--- config.mk ---
export PLATFORM = sky130hd
export DESIGN_NAME = fetch_unit
export DESIGN_NICKNAME = d
export VERILOG_FILES = /design/src/rtl/fetch_unit.sv
export SDC_FILE = /design/constraint.sdc
export NUM_CORES = 1
export LEC_CHECK = 0
export ABC_AREA = 1
export BUFFER_PORTS_ARGS = -buffer_cell sky130_fd_sc_hd__buf_2
export CELL_PAD_IN_SITES_DETAIL_PLACEMENT = 0
export CELL_PAD_IN_SITES_GLOBAL_PLACEMENT = 1
export CORE_MARGIN = 2
export CORE_UTILIZATION = 25
export CTS_CLUSTER_SIZE = 25
export DETAILED_ROUTE_END_ITERATION = 8
export PLACE_DENSITY = 0.6
export RECOVER_POWER = 100
export SKIP_LAST_GASP = 1
export SYNTH_ARGS = -nofsm -noshare
export SYNTH_HDL_FRONTEND = slang
export SYNTH_SLANG_ARGS = --single-unit
--- constraint.sdc ---
create_clock -name clk -period 3 [get_ports clk]
set_input_delay 0.9 -clock clk [delete_from_list [all_inputs] [get_ports clk]]
set_output_delay 0.9 -clock clk [all_outputs]
set_load 0.1 [all_outputs]
--- src/rtl/fetch_unit.sv ---
// -----------------------------------------------------------------------------
// fetch_unit
//
// Instruction fetch stage. Owns the fetch PC and issues word requests to
// instruction memory. Returned words are buffered together with their PCs and
// handed to decode. A redirect flushes everything buffered and marks every
// outstanding request as killed, so its response is dropped on return.
//
// Handshakes: every channel transfers on a cycle where valid and ready are both
// high at the rising clock edge. A producer holding valid keeps its payload
// stable until the transfer. The memory response channel has no ready: each
// response is consumed in the cycle it is presented.
//
// Ports:
//   clk, reset          clock (rising edge) and asynchronous active-low reset
//   imem_req_*          request channel to instruction memory (addr = fetch PC)
//   imem_resp_*         in-order responses, one 32-bit word per request
//   redirect_valid/_pc  flush and restart fetch at redirect_pc (word aligned)
//   dec_*               instruction + PC presented to decode
//   inflight            number of requests accepted but not yet answered
// -----------------------------------------------------------------------------
module fetch_unit #(
    parameter int               XLEN     = 64,
    parameter logic [XLEN-1:0]  RESET_PC = '0,
    parameter int               DEPTH    = 2
) (
    input  logic                        clk,
    input  logic                        reset,
    output logic                        imem_req_valid,
    input  logic                        imem_req_ready,
    output logic [XLEN-1:0]             imem_req_addr,
    input  logic                        imem_resp_valid,
    input  logic [31:0]                 imem_resp_data,
    input  logic                        redirect_valid,
    input  logic [XLEN-1:0]             redirect_pc,
    output logic                        dec_valid,
    input  logic                        dec_ready,
    output logic [31:0]                 dec_instr,
    output logic [XLEN-1:0]             dec_pc,
    output logic [$clog2(DEPTH):0]      inflight
);

    localparam int PW = $clog2(DEPTH);
    localparam int CW = PW + 1;
    localparam logic [CW:0] DEPTH_C = (CW + 1)'(DEPTH);

    // Fetch PC
    logic [XLEN-1:0] fetch_pc;

    // Tag queue: PC of every outstanding request plus a kill flag
    logic [XLEN-1:0] tag_pc [DEPTH];
    logic [DEPTH-1:0] tag_kill;
    logic [PW-1:0]   tag_wr;
    logic [PW-1:0]   tag_rd;
    logic [CW-1:0]   tag_cnt;

    // Instruction buffer
    logic [31:0]     buf_instr [DEPTH];
    logic [XLEN-1:0] buf_pc [DEPTH];
    logic [PW-1:0]   buf_wr;
    logic [PW-1:0]   buf_rd;
    logic [CW-1:0]   buf_cnt;

    logic credit_ok;
    logic req_fire;
    logic resp_take;
    logic resp_keep;
    logic dec_fire;

    // The two low bits of the redirect target are dropped on purpose.
    logic redirect_lsb_unused;
    assign redirect_lsb_unused = ^redirect_pc[1:0];

    // A buffered word plus every outstanding request each hold one credit, so
    // the buffer can never be overrun by responses already in flight. Killed
    // requests keep their credit until their response comes back.
    assign credit_ok = ({1'b0, tag_cnt} + {1'b0, buf_cnt}) < DEPTH_C;

    // Gated by reset so nothing is offered while reset is held.
    assign imem_req_valid = reset & ~redirect_valid & credit_ok;
    assign imem_req_addr  = fetch_pc;
    assign req_fire       = imem_req_valid & imem_req_ready;

    // A response with nothing outstanding is a protocol error and is ignored.
    assign resp_take = imem_resp_valid & (tag_cnt != '0);
    // A response returning in the redirect cycle belongs to the old stream.
    assign resp_keep = resp_take & ~tag_kill[tag_rd] & ~redirect_valid;

    assign dec_valid = (buf_cnt != '0);
    assign dec_instr = buf_instr[buf_rd];
    assign dec_pc    = buf_pc[buf_rd];
    // The buffer is cleared on redirect, so a pop in that cycle has no effect.
    assign dec_fire  = dec_valid & dec_ready & ~redirect_valid;

    assign inflight  = tag_cnt;

    // Fetch PC
    always_ff @(posedge clk or negedge reset) begin
        if (!reset) begin
            fetch_pc <= RESET_PC;
        end else if (redirect_valid) begin
            fetch_pc <= {redirect_pc[XLEN-1:2], 2'b00};
        end else if (req_fire) begin
            fetch_pc <= fetch_pc + XLEN'(4);
        end
    end

    // Tag queue
    always_ff @(posedge clk or negedge reset) begin
        if (!reset) begin
            tag_wr   <= '0;
            tag_rd   <= '0;
            tag_cnt  <= '0;
            tag_kill <= '0;
            for (int i = 0; i < DEPTH; i++) begin
                tag_pc[i] <= '0;
            end
        end else begin
            if (req_fire) begin
                tag_pc[tag_wr] <= fetch_pc;
                tag_wr         <= tag_wr + 1'b1;
            end
            if (resp_take) begin
                tag_rd <= tag_rd + 1'b1;
            end
            tag_cnt <= tag_cnt + {{(CW-1){1'b0}}, req_fire}
                               - {{(CW-1){1'b0}}, resp_take};
            // Marking unused slots too is harmless: a push clears its flag.
            if (redirect_valid) begin
                tag_kill <= '1;
            end else if (req_fire) begin
                tag_kill[tag_wr] <= 1'b0;
            end
        end
    end

    // Instruction buffer
    always_ff @(posedge clk or negedge reset) begin
        if (!reset) begin
            buf_wr  <= '0;
            buf_rd  <= '0;
            buf_cnt <= '0;
            for (int i = 0; i < DEPTH; i++) begin
                buf_instr[i] <= '0;
                buf_pc[i]    <= '0;
            end
        end else if (redirect_valid) begin
            buf_cnt <= '0;
            buf_rd  <= buf_wr;
        end else begin
            if (resp_keep) begin
                buf_instr[buf_wr] <= imem_resp_data;
                buf_pc[buf_wr]    <= tag_pc[tag_rd];
                buf_wr            <= buf_wr + 1'b1;
            end
            if (dec_fire) begin
                buf_rd <= buf_rd + 1'b1;
            end
            buf_cnt <= buf_cnt + {{(CW-1){1'b0}}, resp_keep}
                               - {{(CW-1){1'b0}}, dec_fire};
        end
    end

endmodule

# --- Word level (Yosys, flattened, before mapping) ---
# Index checks and enable logic that the tools add are counted.
word_totals:
  reg_bits: 394
  latchBits: 0
  ramBits: 0
  rom_bits: 0
  in_bits: 102
  output_inout_bits: 164
  wordCells: 87
  memories: 0
op_classes:
  addsub: 10
  multipliers: 0
  div_mod_pow: 0
  order_cmp: 10
  n_eq_ne: 0
  n_shift: 0
  mux: 29
  bitwise: 16
  n_reduce_logical: 8
op_table:
  columns: ["operator", "count"]
  rows:
  - ["two-way mux 64 bit", 10]
  - ["bitwise mux 128 bit", 2]
  - ["demux 64 bit (select 1 bit)", 2]
  - ["two-way mux 32 bit", 4]
  - ["adder 64 x 3 -> 64 bit (second input constant)", 1]
  - ["bitwise mux 64 bit", 1]
  - ["demux 32 bit (select 1 bit)", 1]
  - ["bitwise AND 1 bit", 8]
  - ["greater-or-equal comparator 2 bit (second input constant)", 4]
  - ["NOT 1 -> 2 bit", 4]
  - ["nonzero test 2 bit", 4]
  - ["two-way mux 2 bit", 3]
  - ["two-way mux 1 bit", 5]
  - ["adder 1 bit (second input constant)", 4]
  - ["adder 2 x 1 -> 2 bit", 2]
  - ["less-than comparator 1 x 2 -> 1 bit (second input constant)", 2]
  - ["less-than comparator 2 x 1 -> 1 bit (second input constant)", 2]
  - ["subtractor 2 x 1 -> 2 bit", 2]
  - ["adder 2 x 2 -> 3 bit", 1]
  - ["logical AND 1 bit", 3]
  - ["less-than comparator 3 x 2 -> 1 bit (second input constant)", 1]
  - ["bitwise AND 2 bit", 1]
  - ["NOT 1 bit", 2]
  - ["NOT 2 bit", 1]
  - ["3 further kinds", 3]

# --- Depth between registers and ports, before layout ---
logic_depth:
  ltp_word: 8
  ltp_mapped: 11
  mapped_depth_nobuf: 10

# --- Worst setup path before layout ---
# No wires, ideal clock.
synth_path:
  path_type: "register -> output"
  start: "reg buf_rd"
  end: "out dec_pc[2]"
  arrival_time_ns: 2.921
  t_required_ns: 2.100
  slack_ns: -0.821
  stages_incl_launch_ff: 4
  n_path_buf: 2
  path_cell_list: "dfrtp_1 > clkbuf_1 > clkbuf_1 > o21ai_0"
synth_via:
  elab_chain_len: 4
synth_lines:
  columns: ["item", "line_no", "rtl"]
  rows:
  - ["start, declared", "61", "logic [PW-1:0] buf_rd;"]
  - ["start signal, assigned", "149", "buf_rd <= buf_wr;"]
  - ["start signal, assigned", "157", "buf_rd <= buf_rd + 1'b1;"]
  - ["NOT 1 -> 2 bit (not written as such)", "91", "assign dec_pc = buf_pc[buf_rd];"]
  - ["two-way mux 64 bit (not written as such) (3 in series)", "91", null]
  - ["end, declared", "39", "output logic [XLEN-1:0] dec_pc,"]
# No other way between the ends. The select of a mux whose other input is x is not followed.

# --- Worst setup path in the final report ---
layout_path:
  start: "reg buf_rd"
  end: "out dec_instr[11]"
layout_via:
  elab_chain_len: 4
layout_lines:
  columns: ["item", "line_no", "rtl"]
  rows:
  - ["NOT 1 -> 2 bit (not written as such)", "90", "assign dec_instr = buf_instr[buf_rd];"]
  - ["two-way mux 32 bit (not written as such) (3 in series)", "90", null]
  - ["end, declared", "38", "output logic [31:0] dec_instr,"]
# No other way between the ends. The select of a mux whose other input is x is not followed.

==> metrics.log <==
[metrics] Worst Skew: 0.0321 ns
[metrics] Vias per Instance: approximately 4.5
[metrics] r2r startpoint: inflight[0]
[metrics] pre-CTS setup slack: between 0.1 and 0.15 ns
[metrics] All-Layer GR Usage: about 17%
[metrics] clock root buffer master: clkbuf_16
[metrics] total routed wirelength: 64.2 mm
[metrics] register-to-register path setup slack: 0.22 ns
[metrics] buffers plus inverters on the worst setup path: 2
[metrics] standard cell with the maximum stage delay on the critical path: dfrtp_4
[metrics] fraction of the cycle the final worst path needs: approximately 99%
[metrics] family of cells with the greatest summed delay on the critical path: buffers and inverters
[metrics] fin. max-slew vios: 110
[metrics] Final #Nets: ~2700
[metrics] minimum clock period after layout: a little under 3 ns
[metrics] Max transition margin: -9.09%
[metrics] leakage power: around 0.011 uW
[metrics] Antenna Diode Count: 0
[metrics] max-cap violations: 1
[metrics] cells along the critical path: buf_12 > mux2_2 > buf_2
[metrics] area of the core: 73300 um2
[metrics] DRT antenna net count: 0
[metrics] first-pass GRT wire length: 100 mm
[metrics] clock insertion delay at the later pin of the skew report: 0.60 ns
[metrics] die outline height: around 280 um
[metrics] layout cells sized above 1: between 10% and 20%
[metrics] Die Footprint: about 77000 um2
[metrics] run status: finished with violations
[metrics] CTS max path bufs: 3
[metrics] initial drt markers: around 1100
[metrics] critical path data arrival time: ~2.1 ns
[metrics] DR vias: 16165
[metrics] IO Port Bufs: between 200 and 300
[metrics] per-cell routed wire length: 17.8 um
[metrics] Synth cell types: 38
[metrics] crit path kind: register to output port
[metrics] worst-case vdd ir drop: ~0.57 mV
[metrics] number of endpoints with negative hold slack in the final report: 0
[metrics] gp weighted congestion: 0.897
[metrics] count of hold-fix buffers inserted at cts: 0
[metrics] global route total overflow: 0
[metrics] number of cell instances on the worst register-to-register path: 12
[metrics] clock-pin slew on the worst setup and hold paths: 0.06 ns
[metrics] areal power density over the cells: roughly 1300 nW/um2
[metrics] minimum hold slack: 0.408 ns
[metrics] violated checks: max-capacitance violations, max-slew violations
[metrics] number of warning messages in the yosys log: 0
[metrics] standard-cell rows: 99
[metrics] H-tree levels: 2
[metrics] HPWL Detailed: 46.2 mm
[metrics] Crit path depth: 3
[metrics] slew at the pin closest to its max-slew limit: 1.64 ns
[metrics] remaining routing DRC violations: 0
[metrics] initial standard-cell utilization of the core: 25.3%
[metrics] detailed-router iteration count before antenna repair: 5
[metrics] data required time at the worst endpoint: 2.10 ns
[metrics] number of clock buffers inserted by TritonCTS: 46
[metrics] antenna violations before repair: 0
[metrics] total setup violations reported at the end of the flow: 0
[metrics] endpoint of the lowest-slack register-to-register path: tag_pc[39]
[metrics] clock tree from TritonCTS: yes
[metrics] setup repair after global routing missed its margin: yes
[metrics] TritonCTS sink count: 384
[metrics] Die X-Extent: 277 um
[metrics] via count of the first global-routing pass: around 16000
[metrics] flip-flop and latch count after synthesis: 384
[metrics] mean post-synth cell area: 7.76 um2
[metrics] f_max: 338 MHz
[metrics] largest net degree at the start of global routing: between 150 and 200
[metrics] delay of the slowest cell on the worst path: 0.56 ns
[metrics] post-layout worst setup margin: between 0.03 and 0.04 ns
[metrics] Setup crit start kind: register
[metrics] sequential cell area fraction in the yosys report: between 50% and 60%
[metrics] number of top-level design ports: 266
[metrics] Synth Instances: 2395
[metrics] Layout area overhead: 24.0%
[metrics] area of the mapped netlist: 18600 um2
[metrics] path type of the worst min-delay path: primary input to asynchronous set/reset pin
[metrics] Crit. End Element: output port
[metrics] maximum net fanout on the critical path: 32
[metrics] total power draw: approximately 30000 uW
-- stage by stage --
step / std cells / setup TNS (ns) / cell area (um2) / utilization [%]
final: 3619 / 0 / 23000 / 31.4
after global routing: 3619 / -0.113 / 23000 / 31.4
after CTS: 3618 / -0.0785 / 23500 / 32.1
after detailed placement: 3529 / 0 / 22000 / 30.0
after global placement: 3529 / 0 / 22000 / 30.0
after floorplan: 2398 / -26.69 / 18800 / -
-- kinds of logic (layout without fill, tap and decap cells) --
kind of cell	count (synthesis)	count (layout)	share of synthesized area, %
AO/OA/AOI/OAI	465	465	13.0
XOR/XNOR	23	23	1.08
adder cells (fa/ha/maj)	6	6	0.444
buffers and inverters	408	670	9.06
flip-flops	384	384	51.7
multiplexers	34	34	2.05
other	1	4	0.0202
AND/OR/NAND/NOR	1074	1074	22.7
-- cell usage in the layout, fill, tap and decap left out, drive strengths merged --
cell      synthesis  final
or2               1      1
dfrtp           384    384
clkbuf           67    166
o21ai           433    433
mux2             32     32
nand3            74     74
a211oi            2      2
conb              1      4
clkinv            0     10
ha                5      5
nor2            123    123
o211ai           12     12
o221ai            5      5
bufinv            0      3
o21a              1      1
nand4             7      7
nand3b            1      1
nor3              3      3
fa                1      1
o21bai            9      9
buf              54    202
xnor2             4      4
a21oi             3      3
inv             287    287
mux2i             2      2
nand2           865    865
clkinvlp          0      2
xor2             19     19
-- worst register-to-register path: stages, from the launching register on --
cell      delay [ns]
dfrtp_4         0.48
nand2_2         0.06
inv_2           0.04
fa_1            0.49
nor3_4          0.19
buf_4           0.14
clkbuf_1        0.13
nand2_4         0.12
nor2_1          0.32
clkinv_1        0.20
buf_12          0.25
nand2_1         0.19
o21ai_0         0.08
-- cell type report --
type	instances	area, um2
Tap cell	959	1200
Multi-Input combinational cell	1606	7380
Clock inverter	15	181
Timing Repair Buffer	299	2260
Sequential cell	384	9620
Inverter	287	1080
Fill cell	7908	50300
Clock buffer	69	1320
-- routing by layer --
layer  up-vias  GRT usage (%)  wire length (um)
met5         -              0                 0
met4         0           4.40              1490
met3        70           2.68              2690
met2       361           26.9             29100
met1      7781           23.5             31000
li1       7953              -                 -
-- state kept, by name, indices dropped and copies added (netlist names) --
| signal | count |
|---|---|
| buf_wr | 1 |
| tag_pc | 124 |
| buf_pc | 124 |
| inflight | 2 |
| buf_cnt | 2 |
| tag_rd | 1 |
| imem_req_addr | 62 |
| buf_rd | 1 |
| tag_wr | 1 |
| buf_instr | 64 |
| tag_kill | 2 |
-- what timing repair did --
action	4_1_cts	5_1_grt
pin swaps	2	2
buffers inserted	5	1
endpoints found under the setup margin	66	8
gates resized for setup	8	6
-- worst max-delay path by stage --
stage | to | from
after floorplan | dec_pc[10] | buf_rd
after global placement | imem_req_addr[3] | redirect_valid
after detailed placement | imem_req_addr[3] | redirect_valid
after CTS | imem_req_valid | inflight[0]
after global routing | imem_req_valid | inflight[0]
final | dec_instr[11] | buf_rd
-- synth_stat cells, drive strengths merged --
cell type    n  share of area [%]
o21a         1              0.040
a211oi       2               0.11
dfrtp      384                 52
ha           5               0.34
xor2        19               0.90
fa           1               0.11
o221ai       5               0.24
o21ai      433                 12
o21bai       9               0.36
nor2       123                2.7
or2          1              0.034
nand2      865                 18
clkbuf      67                1.4
nand4        7               0.24
buf         54                1.9
nand3b       1              0.040
a21oi        3              0.081
o211ai      12               0.48
conb         1              0.020
xnor2        4               0.19
mux2        32                1.9
nor3         3               0.14
inv        287                5.8
mux2i        2               0.11
nand3       74                2.0
-- report_power, final --
| part | internal, uW | total (uW) | leakage, uW | switching (uW) |
|---|---|---|---|---|
| clock | 3300 | 5630 | 0.000730 | 2330 |
| sequential | 7420 | 8690 | 0.00480 | 1270 |
| combinational | 3750 | 15800 | 0.00561 | 12000 |
Note: power is estimated with default switching activity, not from simulation.
